File: src/rtl/mac_pkg.sv
// -----------------------------------------------------------------------------
// mac_pkg
// Shared definitions for the dot-product job sequencer (mac_dot_ctrl) and the
// pipelined 4x4 multiply-accumulate unit it drives.
//   state_t      : sequencer FSM states
//   MAC_LAT      : cycles from MAC en sample to the accumulate edge
//   DRAIN_CYC    : drain wait after the last registered pair (MAC_LAT + 2)
//   ACC_W/DATA_W : accumulator and operand widths
//   MAX_LEN_W    : widest job length that cannot overflow the accumulator
// -----------------------------------------------------------------------------
package mac_pkg;

   typedef enum logic [2:0] {
      IDLE  = 3'd0,
      CLEAR = 3'd1,
      FEED  = 3'd2,
      DRAIN = 3'd3,
      DONE  = 3'd4
   } state_t;

   localparam int DATA_W    = 4;
   localparam int ACC_W     = 16;
   localparam int MAC_LAT   = 3;
   // 255 * 15 * 15 = 57375 still fits in ACC_W bits; 511 pairs would not.
   localparam int MAX_LEN_W = 8;

   // One cycle for the registered mac_en to reach the MAC, MAC_LAT cycles of
   // pipeline, and one more so mac_out is stable before it is captured.
   function automatic int drain_cycles(input int lat);
      return lat + 2;
   endfunction

   localparam int DRAIN_CYC = drain_cycles(MAC_LAT);

endpackage

File: src/rtl/mac_dot_ctrl.sv
// -----------------------------------------------------------------------------
// mac_dot_ctrl
// Job-level sequencer for one mac_4x4. A job of `len` operand pairs clears the
// MAC accumulator, streams the pairs into the MAC, waits for the multiplier
// pipeline to drain and then offers the 16-bit accumulator value as a result.
//
// Ports
//   clk, rst           : clock, synchronous active-high reset
//   start, len         : job request and pair count (sampled only in IDLE)
//   busy               : high in every state except IDLE
//   in_valid/in_ready  : operand stream handshake, in_a/in_b operands
//   mac_clr, mac_en    : MAC clear (to MAC rst) and enable
//   mac_a, mac_b       : MAC operands
//   mac_out            : MAC accumulator value
//   res_valid/res_ready: result handshake, res_data result
//   dbg_state          : current FSM state, for observation only
//
// Handshakes: a transfer happens on a rising clk edge where valid and ready
// are both high. The source keeps valid and its payload stable until that
// edge; ready may be high without valid. Here in_ready and res_valid are
// registered and never depend combinationally on in_valid or res_ready.
//
// Every MAC-facing output is registered, so there is no path from any input
// to the MAC ports inside one cycle.
// -----------------------------------------------------------------------------
module mac_dot_ctrl
   import mac_pkg::*;
#(
   parameter int LEN_W   = 8,
   parameter int MAC_LAT = mac_pkg::MAC_LAT,
   parameter int DATA_W  = mac_pkg::DATA_W
) (
   input  logic              clk,
   input  logic              rst,
   input  logic              start,
   input  logic [LEN_W-1:0]  len,
   output logic              busy,
   input  logic              in_valid,
   output logic              in_ready,
   input  logic [DATA_W-1:0] in_a,
   input  logic [DATA_W-1:0] in_b,
   output logic              mac_clr,
   output logic              mac_en,
   output logic [DATA_W-1:0] mac_a,
   output logic [DATA_W-1:0] mac_b,
   input  logic [ACC_W-1:0]  mac_out,
   output logic              res_valid,
   input  logic              res_ready,
   output logic [ACC_W-1:0]  res_data,
   output state_t            dbg_state
);

   localparam int DRAIN_N = drain_cycles(MAC_LAT);
   localparam int CNT_W   = $clog2(DRAIN_N + 1);
   localparam logic [CNT_W-1:0] DRAIN_LOAD = CNT_W'(DRAIN_N);

   // Wider jobs could overflow the accumulator; refuse to elaborate.
   if (LEN_W > MAX_LEN_W) begin : g_len_w_too_wide
      $error("mac_dot_ctrl: LEN_W must not exceed %0d", MAX_LEN_W);
   end
   if (MAC_LAT < 1) begin : g_mac_lat_invalid
      $error("mac_dot_ctrl: MAC_LAT must be at least 1");
   end

   state_t              state_q;
   logic [LEN_W-1:0]    rem_q;
   logic [CNT_W-1:0]    drain_q;
   logic                busy_q;
   logic                in_ready_q;
   logic                mac_clr_q;
   logic                mac_en_q;
   logic [DATA_W-1:0]   mac_a_q;
   logic [DATA_W-1:0]   mac_b_q;
   logic                res_valid_q;
   logic [ACC_W-1:0]    res_data_q;

   always_ff @(posedge clk) begin
      if (rst) begin
         state_q     <= IDLE;
         rem_q       <= '0;
         drain_q     <= '0;
         busy_q      <= 1'b0;
         in_ready_q  <= 1'b0;
         mac_clr_q   <= 1'b0;
         mac_en_q    <= 1'b0;
         mac_a_q     <= '0;
         mac_b_q     <= '0;
         res_valid_q <= 1'b0;
         res_data_q  <= '0;
      end else begin
         // Single-cycle pulses; only the states below raise them.
         mac_clr_q <= 1'b0;
         mac_en_q  <= 1'b0;

         case (state_q)
            IDLE: begin
               if (start) begin
                  rem_q     <= len;
                  busy_q    <= 1'b1;
                  mac_clr_q <= 1'b1;
                  state_q   <= CLEAR;
               end
            end

            CLEAR: begin
               if (rem_q != '0) begin
                  in_ready_q <= 1'b1;
                  state_q    <= FEED;
               end else begin
                  drain_q <= DRAIN_LOAD;
                  state_q <= DRAIN;
               end
            end

            FEED: begin
               // in_ready_q is high throughout FEED. Without a transfer the
               // MAC sees a bubble and mac_a/mac_b simply hold.
               if (in_valid && in_ready_q) begin
                  mac_en_q <= 1'b1;
                  mac_a_q  <= in_a;
                  mac_b_q  <= in_b;
                  rem_q    <= rem_q - LEN_W'(1);
                  if (rem_q == LEN_W'(1)) begin
                     in_ready_q <= 1'b0;
                     drain_q    <= DRAIN_LOAD;
                     state_q    <= DRAIN;
                  end
               end
            end

            DRAIN: begin
               drain_q <= drain_q - CNT_W'(1);
               // By now the final product has reached the accumulator.
               if (drain_q == CNT_W'(1)) begin
                  res_data_q  <= mac_out;
                  res_valid_q <= 1'b1;
                  state_q     <= DONE;
               end
            end

            DONE: begin
               if (res_ready) begin
                  res_valid_q <= 1'b0;
                  busy_q      <= 1'b0;
                  state_q     <= IDLE;
               end
            end

            default: begin
               in_ready_q  <= 1'b0;
               res_valid_q <= 1'b0;
               busy_q      <= 1'b0;
               state_q     <= IDLE;
            end
         endcase
      end
   end

   assign busy      = busy_q;
   assign in_ready  = in_ready_q;
   assign mac_clr   = mac_clr_q;
   assign mac_en    = mac_en_q;
   assign mac_a     = mac_a_q;
   assign mac_b     = mac_b_q;
   assign res_valid = res_valid_q;
   assign res_data  = res_data_q;
   assign dbg_state = state_q;

endmodule

File: config.mk
export PLATFORM = sky130hd
export DESIGN_NAME = mac_dot_ctrl
export DESIGN_NICKNAME = d
export VERILOG_FILES = /design/src/rtl/mac_pkg.sv /design/src/rtl/mac_dot_ctrl.sv
export SDC_FILE = /design/constraint.sdc
export NUM_CORES = 1
export LEC_CHECK = 0
export BUFFER_PORTS_ARGS = -buffer_cell sky130_fd_sc_hd__buf_2
export CAP_MARGIN = 20
export CORE_ASPECT_RATIO = 2
export CORE_MARGIN = 2
export CORE_UTILIZATION = 44
export DETAILED_ROUTE_END_ITERATION = 12
export GPL_TIMING_DRIVEN = 0
export PLACE_DENSITY = 0.84
export SLEW_MARGIN = 20
export SYNTH_ARGS = -nofsm -noshare
export SYNTH_HDL_FRONTEND = slang
export SYNTH_SLANG_ARGS = --single-unit
export TNS_END_PERCENT = 10
File: constraint.sdc
create_clock -name clk -period 1.4 [get_ports clk]
set_input_delay 0.07 -clock clk [delete_from_list [all_inputs] [get_ports clk]]
set_output_delay 0.07 -clock clk [all_outputs]
set_load 0.005 [all_outputs]
Yosys cells after proc, flatten, opt, wreduce, memory -nomap -nowiden
Index checks and enable logic that the tools add are counted.

Memory bits (read-only): 0. Input port bits: 37. Output and inout bits: 32. Latch bits: 0. Bits in registers: 43. Memories: 0. Memory bits (writable): 0.

Equality and inequality tests: 13. Shift-type cells: 0. $mul: 0. Magnitude comparators: 0. $add $sub $neg: 2. Bitwise logic cells: 5. Muxes and demuxes: 25. Reductions and logical operators: 18. Divide/modulo/power cells: 0.

Operators by type and width (count): $mux W3 (8); $mux W8 (2); $pmux W8 S2 (1); $pmux W3 S5 (1); $ne A2 B2 Y1 const B (7); $mux W1 (9); $pmux W1 S3 (3); $pmux W3 S3 (1); $reduce_and A3 Y1 (3); $reduce_or A3 Y1 (3); $eq A8 B1 Y1 const B (1); $reduce_and A4 Y1 (2); $reduce_bool A8 Y1 (1); $sub A8 B1 Y8 const B (1); $eq A3 B1 Y1 const B (2); $eq A3 B2 Y1 const B (2); $not A1 Y1 (5); $reduce_and A5 Y1 (1); $reduce_and A2 Y1 (2); $reduce_or A2 Y1 (2); $eq A3 B3 Y1 const B (1); $logic_not A3 Y1 (1); $reduce_bool A3 Y1 (1); $sub A3 B1 Y3 const B (1); 2 further kinds (2).

Depth between registers and ports, before layout
Gate-level depths: netlist (run 1).

Word-level depth: 4. Gate-level depth with buffers: 8.

Worst setup path before layout (run 1)
Ideal clock, no wire load.

Path type: reg2reg. Start point: register state_q[0] (netlist: dbg_state[0]). End point: register mac_a_q[0] (netlist: mac_a[0]). Stages on the path, launching flop included: 7. Slack: -60 ps. Period minus slack after synthesis: 1460 ps. Arrival: 1333 ps. Buffers on the path: 2. Cells stage by stage: dfxtp_1 buf_4 nor3b_2 and3_1 buf_4 mux2i_1 nor2_1.

Cells in the longest elaborated chain, start to end: 2.

RTL lines: start: declaration (RTL line mac_dot_ctrl.sv:65) `state_t state_q;`; start signal: assignment (RTL line mac_dot_ctrl.sv:79) `state_q <= IDLE;`; start signal: assignment (RTL line mac_dot_ctrl.sv:101) `state_q <= CLEAR;`; start signal: assignment (RTL line mac_dot_ctrl.sv:108) `state_q <= FEED;`; $eq A3 B2 Y1 (RTL line mac_dot_ctrl.sv:95) `case (state_q)`; $reduce_and A2 Y1 (no source line); end signal: assignment (RTL line mac_dot_ctrl.sv:120) `mac_a_q <= in_a;`; end: declaration (RTL line mac_dot_ctrl.sv:72) `logic [DATA_W-1:0] mac_a_q;`.

Every way passes these cells. A chain may end at the register's enable or synchronous reset.

Worst setup path in the final report (run 1)
Start point: register state_q[0] (netlist: dbg_state[0]). End point: register rem_q[1].

Cells in the longest elaborated chain, start to end: 3.

RTL lines: $eq A3 B2 Y1 or $logic_not A3 Y1 (tied branches) (RTL line mac_dot_ctrl.sv:95); $ne A2 B2 Y1 (no source line) or $reduce_bool A2 Y1 (tied branches); $reduce_and A3 Y1 (no source line); end signal: assignment (RTL line mac_dot_ctrl.sv:98) `rem_q <= len;`; end signal: assignment (RTL line mac_dot_ctrl.sv:122) `rem_q <= rem_q - LEN_W'(1);`; end: declaration (RTL line mac_dot_ctrl.sv:66) `logic [LEN_W-1:0] rem_q;`.

Parallel ways exist; a longest one is shown, timed or not.

==> flow_summary.ini, run 1 <==
[clocking]
clkSlewWorstSetupHoldPaths_ns = 0.08
clk_latency_ns = 0.29
cts_tree = done
cts.sinks = 43
cts_root_buffer = clkbuf_8
cts_inserted_buffers = 5
clock_path_buffers = 2
cts_htree_levels = 2

[finish]
nNetsFinal = 372
drive_gt1_share_pct = 42.7
n_antenna_cell = 0
syn_to_final_growth_pct = 44.9
fin_cells = 384
final_core_util_pct = 65.8

[place]
dp_slack_ns = -0.299
placedCellCount = 364
gp_congestion = 0.812
hpwl_um = 3840
port_buffers = 68

[critical_path]
r2r_end = rem_q[1]
start_kind = register
crit_fanout = 8
crit_required_ns = 1.54
rrSetupSlack_ns = -0.06
cp_cell_sequence = or3b_4 -> buf_8 -> a211oi_2 -> a211oi_1
r2r_cells = 4
r2r_start = dbg_state[0]
crit_arrival_ns = 1.60
critical_path_class = register to register
slowest_stage = or3b_4
max_stage_delay_ns = 0.48
endpoint_kind = register

[hold_path]
holdPathStages = 3
hold_class = input port to register
hp-start = mac_out[12]
hold_end = res_data[12]

[synth]
async_reset_ff_share_pct = 0
yosysSeqAreaShare_pct = 43.7
synth_area_um2 = 1970
synth_flop_cell = dfxtp_1
synth_nets = 284
yosysWarningCount = 0
syn_area_per_cell_um2 = 8.15
ys_types = 40
synth_top_area_share_pct = 43.7
yosys_register_bits = 43
syn-instance-count = 242
synth_common_cells = nand2_1 (44), dfxtp_1 (43), a21oi_1 (27), nor2_1 (26)
synth_top_area_cell = dfxtp_1
synth_edf_count = 0
yosysMostFrequentCell = nand2_1
synthTopCellsByArea = dfxtp_1 (44%), nand2_1 (8.4%), a21oi_1 (6.9%)

[status]
violations = setup timing
outcome = finished with violations

[timing]
fin_skew_ns = 0.00766
post-route-period-util_pct = 104
worst_slack_ns = -0.0585
fmax_mhz = 686
rsz0062_at_grt = true
min_period_ns = 1.46
worst_slew_pin_slew_ns = 0.601
whs_ns = 0.0209
final_max_slew_viol_count = 0
setup_tns_ns = -0.497
setup_viol = 18
relSlewSlack_pct = 59.9
finalHoldViolCount = 0

[grt]
grt-ovfl-total = 0
antenna_found_initial = 0
grt_usage_pct = 23.1
grt_pass1_vias = 2064
grt_max_degree = 13
grt_pass1_wl_um = 9130

[floorplan]
dieArea_um2 = 5070
fp-row-count = 34
core_area_um2 = 4340
chipWidth_um = 51.3
ios = 69
die_height_um = 98.7
start_util_pct = 45.4

[detailed_routing]
ant_nets = 0
drc_errors = 0
routed_via_density = 5.52
dr.pass1.iters = 4
vias = 2121
drt_iter0_markers = 63
wl_per_cell_um = 14.7
drt_wl_total_um = 5640

[job]
cap_viol_max_count = 0

[power_and_ir_drop]
p_leak_uw = 0.00121
ir_drop_mv = 0.986
power_per_cell_area_nw_per_um2 = 1520
layout make-up:
cell class | instances | area, µm²
Fill cell | 371 | 1480
Multi-Input combinational cell | 178 | 1180
Sequential cell | 43 | 887
Timing Repair Buffer | 82 | 483
Buffer | 14 | 115
Clock buffer | 6 | 72.6
Tap cell | 54 | 67.6
Clock inverter | 1 | 30.0
Inverter | 6 | 22.5
worst max-delay path by stage:
stage | start | end | slack, ns | cells after the start
2_1_floorplan | dbg_state[0] | rem_q[0] | -0.02 | 6
3_3_place_gp | rem_q[2] | dbg_state[0] | -0.25 | 4
3_5_place_dp | drain_q[1] | res_data[15] | -0.30 | 8
4_1_cts | dbg_state[2] | rem_q[0] | -0.02 | 5
5_1_grt | dbg_state[2] | res_data[8] | -0.11 | 7
6_report | dbg_state[0] | rem_q[1] | -0.06 | 4
timing repair:
action	4_1_cts	5_1_grt
setup endpoints to repair	41	40
gates resized for setup	39	29
gates cloned	1	1
pin swaps	14	6
hold buffers	0	0
setup buffers	10	2
power by group:
| part | switching [µW] | internal (µW) |
|---|---|---|
| logic | 948 | 875 |
| registers | 200 | 1400 |
| clock network | 396 | 523 |
critical path, delay by kind of cell, from the launching register on:
kind | cells | cell delay [ns]
and+or+nand+nor | 1 | 0.48
DFF | 1 | 0.38
AOI/OAI and AO/OA | 2 | 0.28
buffers and inverters | 1 | 0.17
cells in the final DEF (no fill, tap or decap), drive strengths merged, types with 2 or more instances in the layout:
cell / instances
nand3: 4
a32o: 2
and2: 2
nor2b: 2
mux2i: 8
nor3: 6
and3: 2
ha: 5
nor2: 27
buf: 88
dfxtp: 43
inv: 6
a31oi: 4
o32ai: 2
nand2b: 5
nand2: 44
nand4: 3
a21o: 4
clkbuf: 14
a211o: 2
o21ai: 11
a211oi: 2
nand3b: 3
a21oi: 27
through the flow:
stage	power (µW)	area [µm²]
4_1_cts	4210	2730
3_3_place_gp	2820	2400
6_report	4350	2860
3_5_place_dp	2860	2400
5_1_grt	4590	2860
2_1_floorplan	2490	1990
metal layers:
layer	wire length [µm]	global-route usage, %	up-vias
met2	3230	42.5	92
met5	0	0	-
met3	296	3.94	18
met1	1960	23.9	994
li1	-	-	1017
met4	157	11.9	0
registers in the layout, indices dropped and copies added, names as in the netlist, 3 cells and up:
name       count
drain_q        3
res_data      16
dbg_state      3
mac_b          4
mac_a          4
rem_q          8
kinds of logic after synthesis:
group,Yosys count,share of synthesized area (%)
muxes,8,4.06
AOI/OAI and AO/OA,62,19.5
DFF,43,43.7
buffers and inverters,21,4.69
adders and majority gates,5,3.17
and+or+nand+nor,103,24.9
No activity file was read; power rests on OpenSTA's default activity.
==> inputs of run 2 (changes only) <==
--- a/config.mk
+++ b/config.mk
@@ -13,6 +13,7 @@
 export DETAILED_ROUTE_END_ITERATION = 12
 export GPL_TIMING_DRIVEN = 0
 export PLACE_DENSITY = 0.84
+export SKIP_LAST_GASP = 1
 export SLEW_MARGIN = 20
 export SYNTH_ARGS = -nofsm -noshare
 export SYNTH_HDL_FRONTEND = slang
==> run 2 against run 1 <==
Net effect: the flow still finishes with violations (setup timing); first-iteration DRC count increased by 24%; via count decreased by 2.4%; final cell count unchanged; largest cell class unchanged.
==> flow_summary.ini, run 2 (synthesis gave the netlist of run 1 again) <==
[job]
cap_viol_max_count = 0

[clocking]
cts_tree = done
cts_inserted_buffers = 5
clk_latency_ns = 0.29
clock_path_buffers = 2
cts_root_buffer = clkbuf_8
clkSlewWorstSetupHoldPaths_ns = 0.08
cts.sinks = 43
cts_htree_levels = 2
postCtsHoldBufs = 0

[critical_path]
start_kind = register
cp_cell_sequence = nor4_4 -> nand3_1 -> a211o_1 -> o32ai_1
rrSetupSlack_ns = -0.09
critPathTopFamily = simple AND/OR/NAND/NOR gates
critPathBufInv = 0
r2r_cells = 4
r2r_end = dbg_state[0]
critical_path_class = register to register
r2r_start = rem_q[6]
crit_fanout = 3
crit_required_ns = 1.56
endpoint_kind = register
slowest_stage = dfxtp_1
crit_arrival_ns = 1.65
max_stage_delay_ns = 0.36

[timing]
rsz0062_at_grt = true
final_max_slew_viol_count = 0
setup_viol = 18
worst_slack_ns = -0.0922
fin_skew_ns = 0.00919
post-route-period-util_pct = 107
whs_ns = 0.0179
worst_slew_pin_slew_ns = 0.469
finalHoldViolCount = 0
fmax_mhz = 670
relSlewSlack_pct = 68.7
min_period_ns = 1.49

[grt]
grt_pass1_wl_um = 8900
grt_usage_pct = 22.5
grt-ovfl-total = 0
antenna_found_initial = 0
grt_max_degree = 13
grt_pass1_vias = 2034

[finish]
fill_cells = 392
nNetsFinal = 372
n_antenna_cell = 0
final_cell_mix = buf_2 (68), nand2_1 (42), dfxtp_1 (34)
register_area_um2 = 885
drive_gt1_share_pct = 38.5
fin_cells = 384
multiInputGateArea_um2 = 1130
layout_commonest_cell = buf_2
syn_to_final_growth_pct = 41.8
largest_reg_flops = 16

[detailed_routing]
routed_via_density = 5.39
dr.pass1.iters = 5
drt_iter0_markers = 78
drc_errors = 0
ant_nets = 0
wl_per_cell_um = 14.2
drt_wl_total_um = 5440
vias = 2071

[floorplan]
core_area_um2 = 4340
ios = 69
chipWidth_um = 51.3
dieArea_um2 = 5070
start_util_pct = 45.4
fp-row-count = 34
die_height_um = 98.7

[power_and_ir_drop]
ir_drop_mv = 0.958
p_leak_uw = 0.00120
power_per_cell_area_nw_per_um2 = 1520

[place]
placedCellCount = 364
hpwl_um = 3840
port_buffers = 68
gp_congestion = 0.812

[hold_path]
hold_end = res_data[12]
hold_class = input port to register
holdPathStages = 3
hp-start = mac_out[12]

[status]
violations = setup timing
outcome = finished with violations
run 2: cell count changes in the layout (fill, tap and decap cells not counted), moves of 2 or more:
cell	before	now
dfxtp_2	6	4
dfxtp_1	32	34
buf_8	4	2
clkbuf_1	6	8
a21oi_2	7	1
a21oi_1	20	26
clkbuf_2	2	0
run 2: per-layer routing:
metal | track usage (%) | share of wire [%]
met3 | 3.64 | 5.6
met1 | 23.2 | 35
met4 | 11.3 | 2.9
met2 | 41.8 | 56
met5 | 0 | 0
run 2: power by group:
part,switching (µW),internal (µW)
Clock,396,523
Combinational,893,843
Sequential,200,1400
Total,1490,2770
run 2: worst min-delay path: stages:
cell     delay [ns]
buf_2          0.10
nand2_1        0.05
a21oi_1        0.05
run 2: worst max path at each step:
stage,start,endpoint,depth (start not counted)
after floorplan,dbg_state[0],rem_q[0],6
after global placement,rem_q[2],dbg_state[0],4
after detailed placement,drain_q[1],res_data[15],8
after CTS,dbg_state[2],rem_q[0],5
after global routing,dbg_state[0],rem_q[6],5
final,rem_q[6],dbg_state[0],4
run 2: area by class of cell:
class | instances | share of cell area, %
plain buffers | 14 | 3.72
multi-input cells | 178 | 40.5
repair buffers | 82 | 17.3
well taps | 54 | 2.42
clock buffers | 6 | 2.60
clock inverters | 1 | 1.07
inverters | 6 | 0.806
flip-flops and latches | 43 | 31.6
run 2: what timing repair did:
action / in CTS / in global routing
gates cloned: 1 / 1
buffers inserted: 10 / 2
pin swaps: 11 / 4
endpoints found under the setup margin: 41 / 38
gates resized for setup: 35 / 13
run 2: per-stage QoR:
step                instance area [µm²]  power [µW]  util, %  worst slack, ns  TNS, ns
floorplan                          1990        2490        -          -0.0161   -0.186
global placement                   2400        2820     55.2           -0.251    -6.39
detailed placement                 2400        2860     55.2           -0.299    -7.31
CTS                                2710        4160     62.5          -0.0225   -0.105
global route                       2800        4490     64.4           -0.109    -2.38
finish                             2800        4260     64.4          -0.0922   -0.456
==> inputs of run 3 (changes only) <==
--- a/config.mk
+++ b/config.mk
@@ -13,6 +13,7 @@
 export DETAILED_ROUTE_END_ITERATION = 12
 export GPL_TIMING_DRIVEN = 0
 export PLACE_DENSITY = 0.84
+export RECOVER_POWER = 25
 export SKIP_LAST_GASP = 1
 export SLEW_MARGIN = 20
 export SYNTH_ARGS = -nofsm -noshare
==> run 3 against run 2 <==
Net effect: the run still ends with setup timing left; utilization fell by 0.087 points; routed wire length barely moved; setup slack is essentially flat; largest power group unchanged; highest routed layer unchanged.
==> flow_summary.ini, run 3 (synthesis gave the netlist of run 1 again) <==
[status]
outcome = finished with violations
violations = setup timing

[critical_path]
start_kind = register
endpoint_kind = register
crit_fanout = 3
r2r_start = rem_q[6]
critical_path_class = register to register
rrSetupSlack_ns = -0.09
r2r_end = dbg_state[0]
crit_required_ns = 1.56
r2r_cells = 4
crit_arrival_ns = 1.65

[floorplan]
start_util_pct = 45.4
fp-row-count = 34
ios = 69
core_area_um2 = 4340
dieArea_um2 = 5070
chipWidth_um = 51.3
die_height_um = 98.7

[detailed_routing]
drt_wl_total_um = 5440
dr.pass1.iters = 5
drt_iter0_markers = 77
ant_nets = 0
drc_errors = 0
wl_per_cell_um = 14.2
vias = 2071
routed_via_density = 5.39

[timing]
setup_viol = 18
rsz0062_at_grt = true
finalHoldViolCount = 0
worst_slew_pin_slew_ns = 0.469
final_max_slew_viol_count = 0
fmax_mhz = 670
fin_skew_ns = 0.00929
worst_slack_ns = -0.0921
relSlewSlack_pct = 68.7
post-route-period-util_pct = 107
whs_ns = 0.0178
min_period_ns = 1.49

[hold_path]
hp-start = mac_out[12]
hold_class = input port to register
holdPathStages = 3
hold_end = res_data[12]

[grt]
grt_max_degree = 13
grt_pass1_wl_um = 8900
grt_pass1_vias = 2034
grt-ovfl-total = 0
antenna_found_initial = 0
grt_usage_pct = 22.5

[finish]
fill_cells = 394
syn_to_final_growth_pct = 41.6
final_cell_mix = buf_2 (65), nand2_1 (42), dfxtp_1 (34)
largest_reg_flops = 16
layout_commonest_cell = buf_2
nNetsFinal = 372
n_antenna_cell = 0
drive_gt1_share_pct = 37.6
stdcell_area_um2 = 2790

[clocking]
clk_latency_ns = 0.29
cts_inserted_buffers = 5
clock_path_buffers = 2
cts_root_buffer = clkbuf_8
cts.sinks = 43
clkSlewWorstSetupHoldPaths_ns = 0.08
postCtsHoldBufs = 0
cts_tree = done
cts_htree_levels = 2

[job]
cap_viol_max_count = 0

[power_and_ir_drop]
power_per_cell_area_nw_per_um2 = 1520
p_leak_uw = 0.00119
ir_drop_mv = 0.958

[place]
gp_congestion = 0.812
placed_cell_area_um2 = 2400
hpwl_um = 3840
port_buffers = 68
-- run 3: power breakdown --
| part | switching [µW] | internal (µW) |
|---|---|---|
| registers | 200 | 1400 |
| clock network | 397 | 523 |
| logic | 892 | 843 |
| total | 1490 | 2770 |
-- run 3: how the worst max path moves through the flow --
stage / from / to
2_1_floorplan: dbg_state[0] / rem_q[0]
3_3_place_gp: rem_q[2] / dbg_state[0]
3_5_place_dp: drain_q[1] / res_data[15]
4_1_cts: dbg_state[2] / rem_q[0]
5_1_grt: dbg_state[0] / rem_q[6]
6_report: rem_q[6] / dbg_state[0]
-- run 3: through the flow --
stage	setup WS (ns)	TNS (ns)	total power [µW]	util, %	instances
after floorplan	-0.0161	-0.186	2490	-	242
after global placement	-0.251	-6.39	2820	55.2	364
after detailed placement	-0.299	-7.31	2860	55.2	364
after CTS	-0.0225	-0.105	4160	62.5	381
after global routing	-0.109	-2.38	4490	64.3	384
final	-0.0921	-0.455	4260	64.3	384
-- run 3: worst max-delay path, cell delays in order (launching register included) --
cell     delay [ns]
dfxtp_1        0.36
nor4_4         0.30
nand3_1        0.20
a211o_1        0.33
o32ai_1        0.17
-- run 3: layout make-up --
class                   count  area, µm²  area share [%]
clock buffers               6       72.6            2.60
flip-flops and latches     43        885            31.7
plain buffers              14        104            3.72
clock inverters             1       30.0            1.08
well taps                  54       67.6            2.42
multi-input cells         178       1130            40.5
inverters                   6       22.5           0.807
repair buffers             82        479            17.2
-- run 3: repair_timing --
action / 4_1_cts / 5_1_grt
hold endpoints to repair: 0 / 0
resized for setup: 35 / 13
pin swaps: 11 / 4
setup endpoints to repair: 41 / 38
setup buffers: 10 / 2
cloned: 1 / 1
-- run 3: routing by layer --
metal / wire length, µm / share of wire (%) / global-route usage [%]
met1: 1910 / 35 / 23.2
met2: 3070 / 56 / 41.8
met3: 304 / 5.6 / 3.64
met4: 159 / 2.9 / 11.3
met5: 0 / 0 / 0
